===== src/rtl/button_debounce.sv =====
// Debounces a raw asynchronous push-button: two-flop synchronizer, a four-state
// stability FSM, registered level/press/release outputs and a press counter.
module button_debounce #(
  parameter int STABLE_COUNT = 50000,
  parameter int CNT_WIDTH    = 16
) (
  input  logic       clk,
  input  logic       rst_n,
  input  logic       btn_in,
  output logic       btn_level,
  output logic       btn_press,
  output logic       btn_release,
  output logic [7:0] press_count
);

  typedef enum logic [1:0] {
    IDLE      = 2'd0,
    CHK_PRESS = 2'd1,
    PRESSED   = 2'd2,
    CHK_REL   = 2'd3
  } state_t;

  localparam logic [CNT_WIDTH-1:0] CNT_LAST = CNT_WIDTH'(STABLE_COUNT - 1);
  localparam logic [CNT_WIDTH-1:0] CNT_ONE  = CNT_WIDTH'(1);

  logic                 s1;
  logic                 s2;
  state_t               state;
  logic [CNT_WIDTH-1:0] cnt;

  // Synchronizer, stability FSM and all registered outputs share one clocked block.
  always_ff @(posedge clk) begin
    if (!rst_n) begin
      s1          <= 1'b0;
      s2          <= 1'b0;
      state       <= IDLE;
      cnt         <= '0;
      btn_level   <= 1'b0;
      btn_press   <= 1'b0;
      btn_release <= 1'b0;
      press_count <= 8'd0;
    end else begin
      s1          <= btn_in;
      s2          <= s1;
      btn_press   <= 1'b0;
      btn_release <= 1'b0;
      case (state)
        IDLE: begin
          cnt <= '0;
          if (s2) begin
            state <= CHK_PRESS;
          end else begin
            state <= IDLE;
          end
        end
        CHK_PRESS: begin
          if (!s2) begin
            state <= IDLE;
            cnt   <= '0;
          end else if (cnt == CNT_LAST) begin
            // Press accepted: level, pulse and count all move on this edge.
            state       <= PRESSED;
            cnt         <= '0;
            btn_level   <= 1'b1;
            btn_press   <= 1'b1;
            press_count <= press_count + 8'd1;
          end else begin
            cnt <= cnt + CNT_ONE;
          end
        end
        PRESSED: begin
          cnt <= '0;
          if (!s2) begin
            state <= CHK_REL;
          end else begin
            state <= PRESSED;
          end
        end
        CHK_REL: begin
          if (s2) begin
            state <= PRESSED;
            cnt   <= '0;
          end else if (cnt == CNT_LAST) begin
            state       <= IDLE;
            cnt         <= '0;
            btn_level   <= 1'b0;
            btn_release <= 1'b1;
          end else begin
            cnt <= cnt + CNT_ONE;
          end
        end
        default: begin
          state     <= IDLE;
          cnt       <= '0;
          btn_level <= 1'b0;
        end
      endcase
    end
  end

endmodule


===== config.mk =====
export PLATFORM = sky130hd
export DESIGN_NAME = button_debounce
export DESIGN_NICKNAME = d
export VERILOG_FILES = /design/src/rtl/button_debounce.sv
export SDC_FILE = /design/constraint.sdc
export NUM_CORES = 1
export LEC_CHECK = 0
export ABC_CLOCK_PERIOD_IN_PS = 2200
export CORE_MARGIN = 5
export CORE_UTILIZATION = 50
export CTS_CLUSTER_SIZE = 20
export DETAILED_ROUTE_END_ITERATION = 7
export PLACE_DENSITY = 0.81
export RECOVER_POWER = 25
export SYNTH_ARGS = -nofsm -noshare
export SYNTH_HDL_FRONTEND = slang
export SYNTH_SLANG_ARGS = --single-unit
export TNS_END_PERCENT = 30

===== constraint.sdc =====
create_clock -name clk -period 2.2 [get_ports clk]
set_clock_uncertainty 0.15 [all_clocks]
set_input_delay 0.66 -clock clk [delete_from_list [all_inputs] [get_ports clk]]
set_output_delay 0.66 -clock clk [all_outputs]
set_load 0.03 [all_outputs]

==> results of run 1 <==
==> cell families (layout without fill, tap and decap cells) <==
family          count (synthesis)  count (layout)
simple gates                   71              71
flops                          31              31
compound gates                 24              24
xor+xnor                       13              13
buf+inv                        12              33
fa+ha+maj                       2               2
mux                             1               1
==> flip-flops by register name, summed over array words and instances, names as in the netlist, named ones only <==
name and cells:
cnt 16, press_count 8, btn_level 1, btn_press 1, btn_release 1, s1 1
s2 1, state 1
==> final cells by class <==
class,instances,area (um^2)
Clock inverter,1,5.00
Tap cell,31,38.8
Multi-Input combinational cell,111,729
Sequential cell,31,621
Timing Repair Buffer,18,155
Clock buffer,6,51.3
Inverter,8,30.0
Fill cell,235,1080
==> stage by stage <==
stage / cells / hold slack [ns] / cell area [um^2]
final: 206 / 0.310 / 1630
after detailed placement: 199 / 0.284 / 1590
after global routing: 206 / 0.339 / 1630
after floorplan: 154 / 0.262 / 1400
after global placement: 199 / 0.279 / 1590
after CTS: 206 / 0.308 / 1630
==> power by group through the flow <==
stage	registers, mW	logic, mW	clock network [mW]
floorplan	0.583	0.0101	0
global placement	0.580	0.0241	0
detailed placement	0.580	0.0247	0
CTS	0.567	0.0234	0.351
global route	0.568	0.0245	0.382
finish	0.567	0.0222	0.345
==> cells in the final DEF (no fill, tap or decap), types with 3 or more instances in the layout <==
master | synthesis | routed
dfxtp_1 | 31 | 31
or4_1 | 7 | 7
nand2_1 | 8 | 8
inv_1 | 8 | 8
clkbuf_4 | 0 | 5
nor2_1 | 19 | 19
and4_1 | 3 | 4
buf_4 | 0 | 3
nand3_1 | 9 | 9
nor3_1 | 5 | 5
o21ai_0 | 5 | 5
dlygate4sd2_1 | 0 | 8
o31ai_1 | 6 | 6
a21oi_1 | 11 | 11
xnor2_1 | 12 | 12
nor4_1 | 3 | 3
==> routing by layer <==
layer	track usage [%]	vias to the layer above	share of wire [%]
met5	0	-	0
met4	10.1	0	2.9
met2	23.8	24	49
li1	-	593	-
met1	17.0	541	44
met3	6.12	11	3.9
==> what timing repair did <==
item                                    CTS  global route
buffers inserted                          0             0
endpoints found under the setup margin    8             2
gates resized for setup                   8             2
==> how the worst max path moves through the flow <==
stage	startpoint	end	slack, ns
after floorplan	cnt[0]	press_count[7]	0.42
after global placement	rst_n	cnt[15]	0.28
final	btn_press	btn_press	0.06
after CTS	press_count[7]	press_count[7]	0.004
after detailed placement	rst_n	cnt[7]	0.25
after global routing	btn_press	btn_press	0.008
==> run summary, run 1 <==
Clock share of power - 36.9%
Gr ovfl total - 0
Slack of the critical path - 0.0576 ns
Core ar. - 2710 um^2
# H-tree levels - 2
Sequential Power Share - 60.7%
Hold wc startpoint - s1
Clk sinks - 31
Clock transition at the registers of the reported paths - 0.10 ns
Final setup viols - 0
Antenna diodes - 0
Routability congestion estimate - 0.821
Die extent in y - 62.9 um
Worst Setup Slack post-DPL - 0.247 ns
Worst IR Drop VDD - 0.532 mV
Yosys top cell by area - dfxtp_1
Routed via count - 1169
HP Class - reg -> reg
Worst EP required - 1.39 ns
Asr flop ratio synth - 0%
CP delay by family, top - buffers and inverters
IO Pins - 14
Setup TNS - 0 ns
Share of layout cells above drive strength 1 - 9.14%
Die ar. - 3950 um^2
Crit path buffers/inverters - 1
Post-Route WL - 2720 um
DP HPWL - 1970 um
Seq/Total Area, Yosys - 44.4%
Synth top area share - 44.4%
Fin crit share - 97.4%
CTS hold repair buffers - 0
Reg-to-Reg Start - cnt[0]
Largest family of logic cells by synthesized area - simple AND/OR/NAND/NOR gates
Net Switching - 0.214 mW
Number of cells on the critical path - 1
Pin count of the biggest net entering global routing - 17
Logic pwr share - 2.4%
Slew Viols, Final - 0
NumNets Final - 180
Post-synthesis register bit count - 31
Fin. Hold Viols - 0
First-pass GRT wire length - 4890 um
Mapped Cells - 154
Share of synthesized area spent on multiplexers - 0.716%
Synth Area in Compound Gates - 10.0%
DRC marker count from the first detailed-route iteration - 72
Max Cap Viol - 0
R2R setup slack - 0.28 ns
Post-Synthesis Cell Area - 1400 um^2
Crit-path max cell delay - 0.67 ns
Most used DFF post-synth - dfxtp_1
Worst Hold Depth - 1
Fmax - 467 MHz
Count leader, synth - dfxtp_1
Worst r2r dst - press_count[4]
Synth area leaders - dfxtp_1 44%, xnor2_1 7.5%, nor2_1 5.1%
YS warnings - 0
Port Buf Inserts - 13
WL/cell - 13.2 um
CTS tree - built
Total power - 0.934 mW
GRT Util Overall - 15.3%
Period minus WS final - 2.14 ns
Worst-path cell chain - clkdlybuf4s50_1
Crit path capture type - output pin
Crit path launch type - flip-flop
Synth Area in XOR/XNOR - 8.15%
Hold-critical path endpoint - s2
Detailed Routing Iterations Pass 1 - 4
Post-route DRC violation count - 0
Post-synth EDFFs - 0
Net Sw Frac - 22.9%
Synth Area in Simple Gates - 31.6%
Status - complete, no violations
Crit-path max FO - 1
Clock root cell - clkbuf_4
Internal - 0.720 mW
Max transition margin - 70.4%
Detail Route Antenna Nets - 0
Worst-Margin Slew - 0.443 ns
Die width - 62.9 um
Critical path data arrival time - 1.33 ns
Inserted Clock Buffers - 5
R2R cell count - 5
Post-Synth Adder-Cell Area - 1.79%
P_leak - 0.577 nW
Syn Nets - 159
Pwr dens - 573 nW/um^2
Site row count - 19
Maximum clock path buffer count - 2
Area grow syn2layout - 16.7%
Via density - 5.67
Worst path slowest cell - clkdlybuf4s50_1
Clk_lat worst skew - 0.34 ns
Vias in the first global route - 1180
RSZ-0062 raised after global routing - no
Top post-synthesis cells by count - 31 x dfxtp_1, 19 x nor2_1, 12 x xnor2_1
Initial Util - 51.6%
Final Util - 60.2%
Worst setup path class - reg -> out
Antenna violations before repair - 0
Syn Area/Cell - 9.08 um^2
Cell variety after synth - 31
Note: power is estimated with default switching activity, not from simulation.
==> inputs of run 2 (changes only) <==
- CAP_MARGIN: unset -> 10
- CORE_UTILIZATION: 50 -> 45
- PLACE_DENSITY: 0.81 -> 0.75
==> run 2 against run 1 <==
Net effect: sequential power is essentially flat; worst hold slack lost 0.016 ns; cell area grew 0.69%; setup slack gained 0.027 ns; sequential share of layout area shrank 0.26 points; via count shrank 2.5%; global-route usage shrank 1.2 points; largest power group unchanged.
==> run summary, run 2 (synthesis gave the netlist of run 1 again) <==
Antenna violations before repair - 0 (unchanged)
WL/cell - 12.1 um (-8.8%)
Post-route DRC violation count - 0 (unchanged)
Slack of the critical path - 0.0843 ns (+0.0268 ns)
Antenna diodes - 0 (unchanged)
Non-Filler Instances - 218 (+5.8%)
Grt peak-use layer - met2
Site row count - 20 (+1)
Via density - 5.23 (-7.8%)
CTS tree - built
Worst EP required - 1.39 ns (about the same)
Die extent in y - 65.7 um (+4.5%)
Commonest non-fill, non-tap cells in the layout - 31 x dfxtp_1, 19 x nor2_1, 12 x xnor2_1
Area grow syn2layout - 17.5%
R2R cell count - 5 (unchanged)
Fin crit share - 96.2% (-1.2 points)
Pin count of the biggest net entering global routing - 17 (unchanged)
Clock transition at the registers of the reported paths - 0.10 ns (about the same)
Die ar. - 4320 um^2 (+9.3%)
Fin. Hold Viols - 0 (unchanged)
Most flops, register - cnt
CTS hold repair buffers - 0 (unchanged)
Crit-path max FO - 1 (unchanged)
Critical path data arrival time - 1.31 ns (-0.02 ns)
Fmax - 473 MHz (+1.3%)
DRC marker count from the first detailed-route iteration - 30 (-58%)
Met3 usage - 3.76% (-2.4 points)
Status - complete, no violations
Crit-path max cell delay - 0.66 ns (about the same)
Worst setup path class - reg -> out
Final setup viols - 0 (unchanged)
Grt met1 use - 16.2% (-0.77 points)
Worst Setup Slack post-DPL - 0.200 ns (-0.0475 ns)
Initial Util - 46.2% (-5.4 points)
Routed via count - 1140 (-2.5%)
Detail Route Antenna Nets - 0 (unchanged)
Largest registers - cnt: 16 flops, press_count: 8 flops
Max Cap Viol - 0 (unchanged)
Leading cell type in the layout, fill and taps excluded - dfxtp_1
RSZ-0062 raised after global routing - no
DP Area - 1600 um^2 (+0.55%)
IO Pins - 14 (unchanged)
Period minus WS final - 2.12 ns (-0.0268 ns)
Worst Hold Depth - 1 (unchanged)
Crit path buffers/inverters - 1 (unchanged)
Port Buf Inserts - 13 (unchanged)
First-pass GRT wire length - 4620 um (-5.5%)
CP delay by family, top - buffers and inverters
Setup TNS - 0 ns (unchanged)
Core ar. - 3030 um^2 (+12%)
Vias in the first global route - 1099 (-6.9%)
HP Class - reg -> reg
Worst-Margin Slew - 0.419 ns (-0.0236 ns)
Share of layout cells above drive strength 1 - 9.20% (+0.053 points)
Die width - 65.7 um (+4.5%)
Final Cell Area - 1640 um^2 (+0.69%)
Crit path capture type - output pin
Worst path slowest cell - clkdlybuf4s50_1
Max transition margin - 72.0% (+1.6 points)
Post-CTS Setup Repair Bufs - 0 (unchanged)
Pwr dens - 559 nW/um^2 (-2.4%)
NumNets Final - 179 (-0.56%)
GR Util met2 - 21.9% (-1.9 points)
GRT Util Overall - 14.1% (-1.2 points)
Clock root cell - clkbuf_4
DP HPWL - 1880 um (-4.5%)
R2R setup slack - 0.26 ns (-0.02 ns)
Number of cells on the critical path - 1 (unchanged)
Clk sinks - 31 (unchanged)
Routability congestion estimate - 0.737 (-10%)
Maximum clock path buffer count - 2 (unchanged)
Detailed Routing Iterations Pass 1 - 4 (unchanged)
Worst IR Drop VDD - 0.411 mV (-23%)
Clk_lat worst skew - 0.33 ns (about the same)
Placed insts - 211 (+6.0%)
Crit path launch type - flip-flop
Largest register FFs - 16 (unchanged)
# H-tree levels - 2 (unchanged)
Gr ovfl total - 0 (unchanged)
Worst-path cell chain - clkdlybuf4s50_1
Slew Viols, Final - 0 (unchanged)
Post-Route WL - 2630 um (-3.5%)
Final Util - 54.2% (-5.9 points)
Inserted Clock Buffers - 5 (unchanged)
P_leak - 0.569 nW (-1.3%)
-- run 2: cell types whose count changed in the layout (fill, tap and decap cells not counted), sizes merged --
cell,delta
dlygate4sd2,-1
buf,-1
clkdlybuf4s50,+1
-- run 2: layout make-up --
| cell class | instances | area (um^2) |
|---|---|---|
| fill | 278 | 1390 |
| inverter | 8 | 30.0 |
| timing repair buffer | 17 | 150 |
| clock inverter | 1 | 5.00 |
| clock buffer | 6 | 51.3 |
| sequential | 31 | 621 |
| multi-input combinational | 111 | 729 |
| tap | 44 | 55.1 |
-- run 2: worst reg2reg max path, cell delays in order (launching register included) --
cell and delay, ns:
dfxtp_1 0.39, ha_1 0.23, and4_1 0.28, nand4_4 0.18, or4_1 0.50, a21oi_1 0.16
-- run 2: worst paths after layout --
kind / from / to
setup / recovery: btn_press / btn_press
hold / removal: s1 / s2
setup reg to reg: cnt[0] / press_count[4]
hold reg to reg: s1 / s2
-- run 2: per-layer routing --
metal	up-vias	wire (um)	part of all wire (%)
met5	-	0	0
met4	0	86	3.3
met3	10	83	3.2
met2	15	1260	48
met1	525	1200	46
li1	590	-	-
-- run 2: where the power goes --
group	internal, mW	switching, mW	total [mW]
clock	0.148	0.180	0.328
sequential	0.565	0.00233	0.567
combinational	0.00874	0.0142	0.0230
-- run 2: repair_timing --
action | 4_1_cts | 5_1_grt
endpoints found under the setup margin | 7 | 2
resized for setup | 7 | 2
pin swaps | 0 | 0
cloned | 0 | 0
-- run 2: metrics by stage --
step | hold WS (ns) | power [mW]
2_1_floorplan | 0.262 | 0.593
3_3_place_gp | 0.282 | 0.604
3_5_place_dp | 0.279 | 0.605
4_1_cts | 0.301 | 0.932
5_1_grt | 0.317 | 0.972
6_report | 0.293 | 0.918
